[config.mk]
export PLATFORM = sky130hd
export DESIGN_NAME = dm_port_arbiter_flat
export DESIGN_NICKNAME = d
export VERILOG_FILES = /design/src/rtl/dm_port_arbiter_if.sv /design/src/rtl/dm_port_arbiter.sv /design/src/flat_wrapper.sv
export SDC_FILE = /design/constraint.sdc
export NUM_CORES = 1
export LEC_CHECK = 0
export BUFFER_PORTS_ARGS = -buffer_cell sky130_fd_sc_hd__buf_2
export CAP_MARGIN = 20
export CORE_AREA = 2 2 147 149
export CTS_CLUSTER_SIZE = 28
export DETAILED_ROUTE_END_ITERATION = 8
export DIE_AREA = 0 0 149 151
export GPL_ROUTABILITY_DRIVEN = 0
export HOLD_SLACK_MARGIN = 0.1
export PLACE_DENSITY = 0.64
export SYNTH_ARGS = -nofsm -noshare
export SYNTH_HDL_FRONTEND = slang
export SYNTH_SLANG_ARGS = --single-unit
[constraint.sdc]
create_clock -name clk -period 2.8 [get_ports clk]
set_clock_uncertainty 0.2 [all_clocks]
set_input_delay 0.28 -clock clk [delete_from_list [all_inputs] [get_ports clk]]
set_output_delay 0.28 -clock clk [all_outputs]
set_load 0.005 [all_outputs]
[src/rtl/dm_port_arbiter_if.sv]
`default_nettype none
// ============================================================================
//  Module      : dm_port_arbiter_if
//  Description : Bundle of the two requester ports (cpu_*, dbg_*) and the
//                single data-memory port (mem_*) shared by dm_port_arbiter.
//  Ports       : none (signal bundle only)
//                slave  modport - arbiter side: sees requests, drives
//                                 gnt/ack/err/rdata and the mem_* outputs
//                master modport - requester/memory side: the mirror image
//  Revision    : 1.0 - initial release
// ============================================================================
interface dm_port_arbiter_if;
    // CPU (pipeline MEM stage) port
    logic        cpu_req;
    logic        cpu_wr;
    logic [5:0]  cpu_op;
    logic [31:0] cpu_addr;
    logic [31:0] cpu_wdata;
    logic        cpu_gnt;
    logic        cpu_ack;
    logic        cpu_err;
    logic [31:0] cpu_rdata;
    // Debug / program-loader port
    logic        dbg_req;
    logic        dbg_wr;
    logic [5:0]  dbg_op;
    logic [31:0] dbg_addr;
    logic [31:0] dbg_wdata;
    logic        dbg_gnt;
    logic        dbg_ack;
    logic        dbg_err;
    logic [31:0] dbg_rdata;
    // Data-memory port
    logic        mem_wr;
    logic [5:0]  mem_op;
    logic [31:0] mem_addr;
    logic [31:0] mem_din;
    logic [31:0] mem_dout;

    modport slave (
        input  cpu_req, cpu_wr, cpu_op, cpu_addr, cpu_wdata,
        output cpu_gnt, cpu_ack, cpu_err, cpu_rdata,
        input  dbg_req, dbg_wr, dbg_op, dbg_addr, dbg_wdata,
        output dbg_gnt, dbg_ack, dbg_err, dbg_rdata,
        output mem_wr, mem_op, mem_addr, mem_din,
        input  mem_dout
    );

    modport master (
        output cpu_req, cpu_wr, cpu_op, cpu_addr, cpu_wdata,
        input  cpu_gnt, cpu_ack, cpu_err, cpu_rdata,
        output dbg_req, dbg_wr, dbg_op, dbg_addr, dbg_wdata,
        input  dbg_gnt, dbg_ack, dbg_err, dbg_rdata,
        input  mem_wr, mem_op, mem_addr, mem_din,
        output mem_dout
    );
endinterface
`default_nettype wire

[src/rtl/dm_port_arbiter.sv]
`default_nettype none
// ============================================================================
//  Module      : dm_port_arbiter
//  Description : Shares the single data memory between the CPU MEM stage and
//                the debug/program-loader port. One latched access per two
//                cycles (IDLE/RESP -> ACCESS -> RESP), registered gnt, ack,
//                err and read data per port.
//  Ports       : clk   - clock, all state updates on posedge
//                rst_n - asynchronous active-low reset
//                bus   - dm_port_arbiter_if.slave (cpu_*, dbg_*, mem_*)
//  Revision    : 1.0 - initial release
// ============================================================================
module dm_port_arbiter #(
    parameter int unsigned ADDR_W   = 12,
    parameter int unsigned CPU_PRIO = 1,
    parameter int unsigned MAX_WAIT = 4
) (
    input  logic              clk,
    input  logic              rst_n,
    dm_port_arbiter_if.slave  bus
);

    localparam logic [5:0] c_OP_LB  = 6'b100000;
    localparam logic [5:0] c_OP_LBU = 6'b100100;
    localparam logic [5:0] c_OP_SB  = 6'b101000;
    localparam logic [3:0] c_MAX_WAIT = 4'(MAX_WAIT);

    typedef enum logic [1:0] {
        ST_IDLE   = 2'd0,
        ST_ACCESS = 2'd1,
        ST_RESP   = 2'd2
    } state_t;

    state_t      state_q;
    logic        owner_dbg_q;   // 1: dbg was served last
    logic [3:0]  wait_q;        // arbitrations lost by dbg since its last win
    logic        wr_q;
    logic        err_q;
    logic [5:0]  op_q;
    logic [31:0] addr_q;
    logic [31:0] din_q;
    logic        mem_wr_q;
    logic        cpu_gnt_q, cpu_ack_q, cpu_err_q;
    logic        dbg_gnt_q, dbg_ack_q, dbg_err_q;
    logic [31:0] cpu_rdata_q, dbg_rdata_q;

    logic        w_any_req;
    logic        w_dbg_tie;
    logic        w_win_dbg;
    logic        w_win_wr;
    logic [5:0]  w_win_op;
    logic [31:0] w_win_addr;
    logic [31:0] w_win_wdata;
    logic        w_win_word;
    logic        w_win_err;
    logic [3:0]  wait_d;

    // Arbitration and error classification of the request about to be latched
    always_comb begin
        w_any_req = bus.cpu_req | bus.dbg_req;
        // Tie-break: fixed priority lets dbg through once the guard expires;
        // round-robin hands the tie to whoever was not served last.
        if (CPU_PRIO != 0) begin
            w_dbg_tie = (wait_q == c_MAX_WAIT);
        end else begin
            w_dbg_tie = ~owner_dbg_q;
        end
        w_win_dbg   = bus.dbg_req & (~bus.cpu_req | w_dbg_tie);
        w_win_wr    = w_win_dbg ? bus.dbg_wr    : bus.cpu_wr;
        w_win_op    = w_win_dbg ? bus.dbg_op    : bus.cpu_op;
        w_win_addr  = w_win_dbg ? bus.dbg_addr  : bus.cpu_addr;
        w_win_wdata = w_win_dbg ? bus.dbg_wdata : bus.cpu_wdata;
        w_win_word  = (w_win_op != c_OP_LB) && (w_win_op != c_OP_LBU) &&
                      (w_win_op != c_OP_SB);
        // Shifting out the backed bits leaves only the out-of-range part
        w_win_err   = (w_win_word & (w_win_addr[1:0] != 2'b00)) |
                      ((w_win_addr >> ADDR_W) != 32'd0);
        wait_d = wait_q;
        if (w_win_dbg) begin
            wait_d = 4'd0;
        end else if (bus.dbg_req && (wait_q != c_MAX_WAIT)) begin
            wait_d = wait_q + 4'd1;
        end
    end

    always_ff @(posedge clk or negedge rst_n) begin
        if (!rst_n) begin
            state_q     <= ST_IDLE;
            owner_dbg_q <= 1'b0;
            wait_q      <= 4'd0;
            wr_q        <= 1'b0;
            err_q       <= 1'b0;
            op_q        <= 6'd0;
            addr_q      <= 32'd0;
            din_q       <= 32'd0;
            mem_wr_q    <= 1'b0;
            cpu_gnt_q   <= 1'b0;
            cpu_ack_q   <= 1'b0;
            cpu_err_q   <= 1'b0;
            dbg_gnt_q   <= 1'b0;
            dbg_ack_q   <= 1'b0;
            dbg_err_q   <= 1'b0;
            cpu_rdata_q <= 32'd0;
            dbg_rdata_q <= 32'd0;
        end else begin
            // gnt/ack/err/mem_wr are single-cycle pulses
            cpu_gnt_q <= 1'b0;
            dbg_gnt_q <= 1'b0;
            cpu_ack_q <= 1'b0;
            dbg_ack_q <= 1'b0;
            cpu_err_q <= 1'b0;
            dbg_err_q <= 1'b0;
            mem_wr_q  <= 1'b0;
            case (state_q)
                ST_IDLE, ST_RESP: begin
                    if (w_any_req) begin
                        state_q     <= ST_ACCESS;
                        owner_dbg_q <= w_win_dbg;
                        wait_q      <= wait_d;
                        wr_q        <= w_win_wr;
                        err_q       <= w_win_err;
                        op_q        <= w_win_op;
                        addr_q      <= w_win_addr;
                        din_q       <= w_win_wdata;
                        mem_wr_q    <= w_win_wr & ~w_win_err;
                        cpu_gnt_q   <= ~w_win_dbg;
                        dbg_gnt_q   <= w_win_dbg;
                    end else begin
                        state_q <= ST_IDLE;
                    end
                end
                ST_ACCESS: begin
                    state_q <= ST_RESP;
                    if (owner_dbg_q) begin
                        dbg_ack_q   <= 1'b1;
                        dbg_err_q   <= err_q;
                        dbg_rdata_q <= (err_q | wr_q) ? 32'd0 : bus.mem_dout;
                    end else begin
                        cpu_ack_q   <= 1'b1;
                        cpu_err_q   <= err_q;
                        cpu_rdata_q <= (err_q | wr_q) ? 32'd0 : bus.mem_dout;
                    end
                end
                default: state_q <= ST_IDLE;
            endcase
        end
    end

    assign bus.cpu_gnt   = cpu_gnt_q;
    assign bus.cpu_ack   = cpu_ack_q;
    assign bus.cpu_err   = cpu_err_q;
    assign bus.cpu_rdata = cpu_rdata_q;
    assign bus.dbg_gnt   = dbg_gnt_q;
    assign bus.dbg_ack   = dbg_ack_q;
    assign bus.dbg_err   = dbg_err_q;
    assign bus.dbg_rdata = dbg_rdata_q;
    assign bus.mem_wr    = mem_wr_q;
    assign bus.mem_op    = op_q;
    assign bus.mem_addr  = addr_q;
    assign bus.mem_din   = din_q;

endmodule
`default_nettype wire

[src/flat_wrapper.sv]
// flat-port wrapper written by rule: the top's interface ports become plain ports
module dm_port_arbiter_flat 
#(
    parameter int unsigned ADDR_W   = 12,
    parameter int unsigned CPU_PRIO = 1,
    parameter int unsigned MAX_WAIT = 4
)
  (clk, rst_n, bus_cpu_req, bus_cpu_wr, bus_cpu_op, bus_cpu_addr, bus_cpu_wdata, bus_cpu_gnt, bus_cpu_ack, bus_cpu_err, bus_cpu_rdata, bus_dbg_req, bus_dbg_wr, bus_dbg_op, bus_dbg_addr, bus_dbg_wdata, bus_dbg_gnt, bus_dbg_ack, bus_dbg_err, bus_dbg_rdata, bus_mem_wr, bus_mem_op, bus_mem_addr, bus_mem_din, bus_mem_dout);
  dm_port_arbiter_if bus_i ();
  input  logic clk;
  input  logic rst_n;
  input wire logic [$bits(bus_i.cpu_req)-1:0] bus_cpu_req;
  input wire logic [$bits(bus_i.cpu_wr)-1:0] bus_cpu_wr;
  input wire logic [$bits(bus_i.cpu_op)-1:0] bus_cpu_op;
  input wire logic [$bits(bus_i.cpu_addr)-1:0] bus_cpu_addr;
  input wire logic [$bits(bus_i.cpu_wdata)-1:0] bus_cpu_wdata;
  output wire logic [$bits(bus_i.cpu_gnt)-1:0] bus_cpu_gnt;
  output wire logic [$bits(bus_i.cpu_ack)-1:0] bus_cpu_ack;
  output wire logic [$bits(bus_i.cpu_err)-1:0] bus_cpu_err;
  output wire logic [$bits(bus_i.cpu_rdata)-1:0] bus_cpu_rdata;
  input wire logic [$bits(bus_i.dbg_req)-1:0] bus_dbg_req;
  input wire logic [$bits(bus_i.dbg_wr)-1:0] bus_dbg_wr;
  input wire logic [$bits(bus_i.dbg_op)-1:0] bus_dbg_op;
  input wire logic [$bits(bus_i.dbg_addr)-1:0] bus_dbg_addr;
  input wire logic [$bits(bus_i.dbg_wdata)-1:0] bus_dbg_wdata;
  output wire logic [$bits(bus_i.dbg_gnt)-1:0] bus_dbg_gnt;
  output wire logic [$bits(bus_i.dbg_ack)-1:0] bus_dbg_ack;
  output wire logic [$bits(bus_i.dbg_err)-1:0] bus_dbg_err;
  output wire logic [$bits(bus_i.dbg_rdata)-1:0] bus_dbg_rdata;
  output wire logic [$bits(bus_i.mem_wr)-1:0] bus_mem_wr;
  output wire logic [$bits(bus_i.mem_op)-1:0] bus_mem_op;
  output wire logic [$bits(bus_i.mem_addr)-1:0] bus_mem_addr;
  output wire logic [$bits(bus_i.mem_din)-1:0] bus_mem_din;
  input wire logic [$bits(bus_i.mem_dout)-1:0] bus_mem_dout;
  assign bus_i.cpu_req = bus_cpu_req;
  assign bus_i.cpu_wr = bus_cpu_wr;
  assign bus_i.cpu_op = bus_cpu_op;
  assign bus_i.cpu_addr = bus_cpu_addr;
  assign bus_i.cpu_wdata = bus_cpu_wdata;
  assign bus_cpu_gnt = bus_i.cpu_gnt;
  assign bus_cpu_ack = bus_i.cpu_ack;
  assign bus_cpu_err = bus_i.cpu_err;
  assign bus_cpu_rdata = bus_i.cpu_rdata;
  assign bus_i.dbg_req = bus_dbg_req;
  assign bus_i.dbg_wr = bus_dbg_wr;
  assign bus_i.dbg_op = bus_dbg_op;
  assign bus_i.dbg_addr = bus_dbg_addr;
  assign bus_i.dbg_wdata = bus_dbg_wdata;
  assign bus_dbg_gnt = bus_i.dbg_gnt;
  assign bus_dbg_ack = bus_i.dbg_ack;
  assign bus_dbg_err = bus_i.dbg_err;
  assign bus_dbg_rdata = bus_i.dbg_rdata;
  assign bus_mem_wr = bus_i.mem_wr;
  assign bus_mem_op = bus_i.mem_op;
  assign bus_mem_addr = bus_i.mem_addr;
  assign bus_mem_din = bus_i.mem_din;
  assign bus_i.mem_dout = bus_mem_dout;
  dm_port_arbiter #(.ADDR_W(ADDR_W), .CPU_PRIO(CPU_PRIO), .MAX_WAIT(MAX_WAIT)) u_core (.clk(clk), .rst_n(rst_n), .bus(bus_i));
endmodule
; ---- Word-level counts from Yosys, hierarchy flattened
; Cells that the tools add are included.
[word_totals]
regBits = 150
in_bits = 178
output_inout_bits = 141
word_cells = 71
[classes]
add_sub_neg = 1
eq_ne = 7
muxes = 23
n_bitwise = 11
reduce_logical = 12
[ops]
columns = operator, count
row1 = 32-bit 2-to-1 mux, 3
row2 = 32-bit nonzero test, 1
row3 = "6-bit inequality test, second input constant", 3
row4 = 1-bit 2-to-1 mux, 16
row5 = 4-bit 2-to-1 mux, 2
row6 = 6-bit 2-to-1 mux, 1
row7 = 2-bit AND reduction, 3
row8 = "4-bit by 1-bit adder with 4-bit output, second input constant", 1
row9 = "4-bit by 3-bit == test with 1-bit output, second input constant", 1
row10 = "4-bit by 3-bit inequality test with 1-bit output, second input constant", 1
row11 = 1-bit NOT, 4
row12 = 1-bit OR, 4
row13 = 2-bit case mux with 2 select lines, 1
row14 = 2-bit nonzero test, 2
row15 = 1-bit AND, 3
row16 = 1-bit logical AND, 3
row17 = 3-bit AND reduction, 1
row18 = "2-bit by 1-bit == test with 1-bit output, second input constant", 1
row19 = "2-bit == test, second input constant", 1
row20 = 2-bit zero test, 1
row21 = 2-bit OR reduction, 1

; ---- Depth between registers and ports, before layout
[depth]
ltp_word = 13
depth_mapped = 8
ltp_nobuf = 6

; ---- Worst setup path after synthesis
; No wires, ideal clock.
[synth_path]
kind = reg2reg
start = register u_core.wait_q[0]
end = register u_core.err_q
setup_time_ns = 0.120
arrival_ns = 1.572
required_ns = 2.480
path_slack_ns = 0.908
path_stages_with_launch = 7
period_less_slack_ns = 1.892
path_cell_list = dfrtp_1 -> inv_1 -> ha_1 -> nand3b_4 -> a21oi_2 -> or4b_1 -> a31o_1
[synth_via]
elab_chain_cells = 9
[synth_lines]
columns = item, line_no
row1 = "start, declared", dm_port_arbiter.sv:36  ; logic [3:0] wait_q;
row2 = "start signal, assigned", dm_port_arbiter.sv:119  ; wait_q <= wait_d;
row3 = 4-bit by 3-bit == test with 1-bit output (*), dm_port_arbiter.sv:64  ; w_dbg_tie = (wait_q == c_MAX_WAIT);
row4 = 1-bit OR (*), dm_port_arbiter.sv:68  ; w_win_dbg = bus.dbg_req & (~bus.cpu_req | w_dbg_tie);
row5 = 1-bit AND (*), dm_port_arbiter.sv:68
row6 = 6-bit 2-to-1 mux, dm_port_arbiter.sv:70  ; w_win_op = w_win_dbg ? bus.dbg_op : bus.cpu_op;
row7 = 6-bit inequality test, dm_port_arbiter.sv:73  ; w_win_word = (w_win_op != c_OP_LB) && (w_win_op != c_OP_LBU) &&
row8 = 1-bit logical AND (2 in series), dm_port_arbiter.sv:73
row9 = 1-bit AND, dm_port_arbiter.sv:76  ; w_win_err = (w_win_word & (w_win_addr[1:0] != 2'b00)) |
row10 = 1-bit OR (*), dm_port_arbiter.sv:76
row11 = "end signal, assigned", dm_port_arbiter.sv:121  ; err_q <= w_win_err;
row12 = "end, declared", dm_port_arbiter.sv:38  ; logic err_q;
; Every way passes the cells marked *; elsewhere a longest branch is shown, timed or not.
; A chain may end at the register's enable or synchronous reset.

; ---- Worst setup path after layout
[layout_path]
start = input port bus_cpu_addr[29]
end = register u_core.err_q
[layout_via]
elab_chain_cells = 3
[layout_lines]
columns = item, line_no
row1 = "start, declared", flat_wrapper.sv:15  ; input wire logic [$bits(bus_i.cpu_addr)-1:0] bus_cpu_addr;
row2 = 32-bit 2-to-1 mux, dm_port_arbiter.sv:71  ; w_win_addr = w_win_dbg ? bus.dbg_addr : bus.cpu_addr;
row3 = 32-bit nonzero test, dm_port_arbiter.sv:77  ; ((w_win_addr >> ADDR_W) != 32'd0);
row4 = 1-bit OR, dm_port_arbiter.sv:76
; Every way passes these cells.

==> results.yml <==
sta:
  fin_crit_ns: 2.621
  post-route-worst-setup-slack_ns: 0.1786
  maxSlewViolCount: 0
  setup_viol: 0
  fin_crit_sh_pct: 93.62
  relSlewSlack_pct: 50.33
  max_freq_ghz: 0.3815
  tns_ns: 0
  tightestPinTransition_ns: 0.7450
  final_hold_viol_count: 0
  fin_hold_ws_ns: 0.2027
  rsz0062_at_grt: "no"
worst_setup_path:
  path_common_cell: "dlygate4sd3_1"
  slowest_stage: "dlygate4sd3_1"
  critPathRequiredTime_ns: 2.90
  critPathKind: "input pin to flip-flop"
  end_kind: "flip-flop"
  path_max_fanout: 2
  regToRegStartpoint: "u_core.wait_q[1]"
  cp_top_family: "buffers and inverters"
  reg2reg_depth: 7
  rrSetupSlack_ns: 0.33
  cp_cell_sequence: "dlygate4sd3_1 -> buf_2 -> nor4_1 -> nand2_1 -> dlygate4sd3_1 -> or4_1 -> a31o_1"
  cp_num_buf_inv: 3
  worst-path-stages: 7
  max_stage_delay_ns: 0.58
  cp_data_arrival_time_ns: 2.72
  setup.worst_path.start_class: "input pin"
  endpoint: "u_core.err_q"
  r2r-end: "u_core.bus.mem_op[0]"
  startpoint: "bus_cpu_addr[29]"
routing:
  dr.pass1.iters: 4
  wl_um: 21020
  num_vias: 6537
  drc: 0
  ant_nets: 0
  wl_per_cell_um: 14.99
  viasPerCell: 4.663
  drtIter0Drc: 253
floorplanning:
  die_w_um: 149
  dieHeight_um: 151
  initial_core_util_pct: 29.58
  coreArea_sq_um: 20820
  io_pins: 319
  fp.dieArea_sq_um: 22500
  rows: 53
status:
  status: "finished clean"
final_layout:
  postLayoutCellArea_sq_um: 10460
  fill_cells: 1848
  drive_gt1_share_pct: 32.56
  diodes: 0
  final_cell_mix: "317 x buf_2, 217 x nand2_1, 177 x dlygate4sd3_1"
  fin_util_pct: 50.25
  final_common_cell: "buf_2"
  nets: 1295
  syn_to_final_growth_pct: 69.86
  instances_no_fill: 1402
clocking:
  clk_path_buf_depth: 2
  cts.sinks: 150
  root_buffer: "clkbuf_16"
  cts_tree: "built"
  htreeDepth: 4
  postCtsSetupRepairBufs: 0
  clk_pin_slew_worst_paths_ns: 0.06
  cts_buffers: 17
  insertion_delay_ns: 0.41
yosys:
  syn-cell-area_sq_um: 6160
  synth_cell_type_count: 28
  synth_top_family_by_area: "simple AND/OR/NAND/NOR gates"
  synth_ff_type: "dfrtp_1"
  synthArstFlopShare_pct: 100.0
  synth-compound-area-share_pct: 14.28
  synthesis.nets: 808
  synthMuxAreaShare_pct: 4.713
  yosys.area_share.simple_pct: 16.43
  synth-edff-count: 0
  syn_avg_cell_area_sq_um: 9.808
  ys_seq_area_share_pct: 60.94
  synth-xor-area-share_pct: 0
  yosys_warnings: 0
  synth_seq_cells: 150
  syn_inst: 628
  synth_fa_ha_area_share_pct: 0.4063
placement:
  dpl_cell_area_sq_um: 8094
  place_inst: 1193
  dpl_worst_slack_ns: 0.4756
  io_buffers: 318
  hpwl_um: 13120
power:
  p_sw_mw: 2.109
  seqPwrFrac_pct: 41.3
  power_mw: 7.155
  p_per_area_nw_per_um2: 683.9
  ir_drop_uv: 388.9
  internal-power_mw: 5.046
  clkPwrFrac_pct: 32.4
  pwr-share-comb_pct: 26.4
  p_leak_nw: 5.324
  swShare_pct: 29.48
grt:
  grt_pass1_wl_um: 32240
  grt_max_degree: 68
  track_usage_pct: 18.02
  grt_pass1_vias: 6642
  antenna_found_initial: 0
  overflow: 0
hold_path:
  holdCritPathClass: "input pin to asynchronous set/reset pin"
job:
  maxCapViolations: 0
[flip-flops by register name, indices dropped and copies added, names as in the netlist]
signal                cells
u_core.bus.mem_din       32
u_core.bus.cpu_err        1
u_core.bus.mem_wr         1
u_core.bus.dbg_err        1
u_core.bus.cpu_rdata     32
u_core.bus.mem_op         6
u_core.bus.mem_addr      32
u_core.wait_q             4
u_core.bus.cpu_gnt        1
u_core.wr_q               1
u_core.bus.dbg_gnt        1
u_core.owner_dbg_q        1
u_core.bus.dbg_ack        1
u_core.bus.cpu_ack        1
u_core.bus.dbg_rdata     32
u_core.state_q            2
u_core.err_q              1
[power groups by stage]
| stage | clock network, mW | logic [mW] | registers [mW] |
|---|---|---|---|
| after floorplan | 0 | 0.620 | 3.01 |
| after global placement | 0 | 1.53 | 2.97 |
| after detailed placement | 0 | 1.55 | 2.98 |
| after CTS | 2.38 | 1.87 | 2.95 |
| after global routing | 2.46 | 2.11 | 3.01 |
| final | 2.32 | 1.89 | 2.95 |
[worst min path at each step]
stage                         endpoint  slack (ns)  cells after the start
2_1_floorplan       u_core.bus.cpu_ack       -0.22                      0
3_3_place_gp   u_core.bus.dbg_rdata[6]        0.08                      1
3_5_place_dp        u_core.bus.cpu_ack        0.08                      1
4_1_cts               u_core.wait_q[3]        0.16                      4
5_1_grt              u_core.state_q[0]        0.21                      3
6_report            u_core.bus.cpu_ack        0.20                      2
[per-layer routing]
metal	global-route usage (%)	vias up	share of wire, %
li1	-	3102	-
met1	20.60	3073	40
met2	31.41	305	50
met3	4.849	57	7.1
met4	8.571	0	3.3
met5	0	-	0
[area by class of cell]
cell class | instances | area (sq um) | share of cell area [%]
Multi-Input combinational cell | 431 | 2250 | 21.50
Timing Repair Buffer | 507 | 3497 | 33.43
Clock inverter | 12 | 155.1 | 1.483
Sequential cell | 150 | 3754 | 35.88
Tap cell | 275 | 344.1 | 3.289
Inverter | 8 | 30.03 | 0.2870
Clock buffer | 19 | 432.9 | 4.138
[cell usage after synthesis (2+ instances only)]
cell type  count  area, sq um
nand2_1      218        818.3
dfrtp_1      150         3754
o21ai_0       97        485.5
a22oi_1       42        315.3
clkbuf_1      32        120.1
mux2i_1       29        290.3
nor4_1        10        62.56
inv_1          8        30.03
nor2_1         7        26.28
buf_2          6        30.03
a21oi_1        4        20.02
nand3_1        4        20.02
nand2b_1       3        18.77
a21oi_2        2        17.52
ha_1           2        25.02
nor4b_1        2        17.52
[repair_timing]
action,4_1_cts,5_1_grt
endpoints found under the hold margin,248,0
endpoints found under the setup margin,0,25
gates resized for setup,0,0
hold buffers,177,0
[logic make-up after synthesis]
kind of cell    after synthesis
fa+ha+maj                     2
mux                          29
simple gates                249
buf+inv                      48
flops                       150
compound gates              150
No activity file was read; power rests on OpenSTA's default activity.
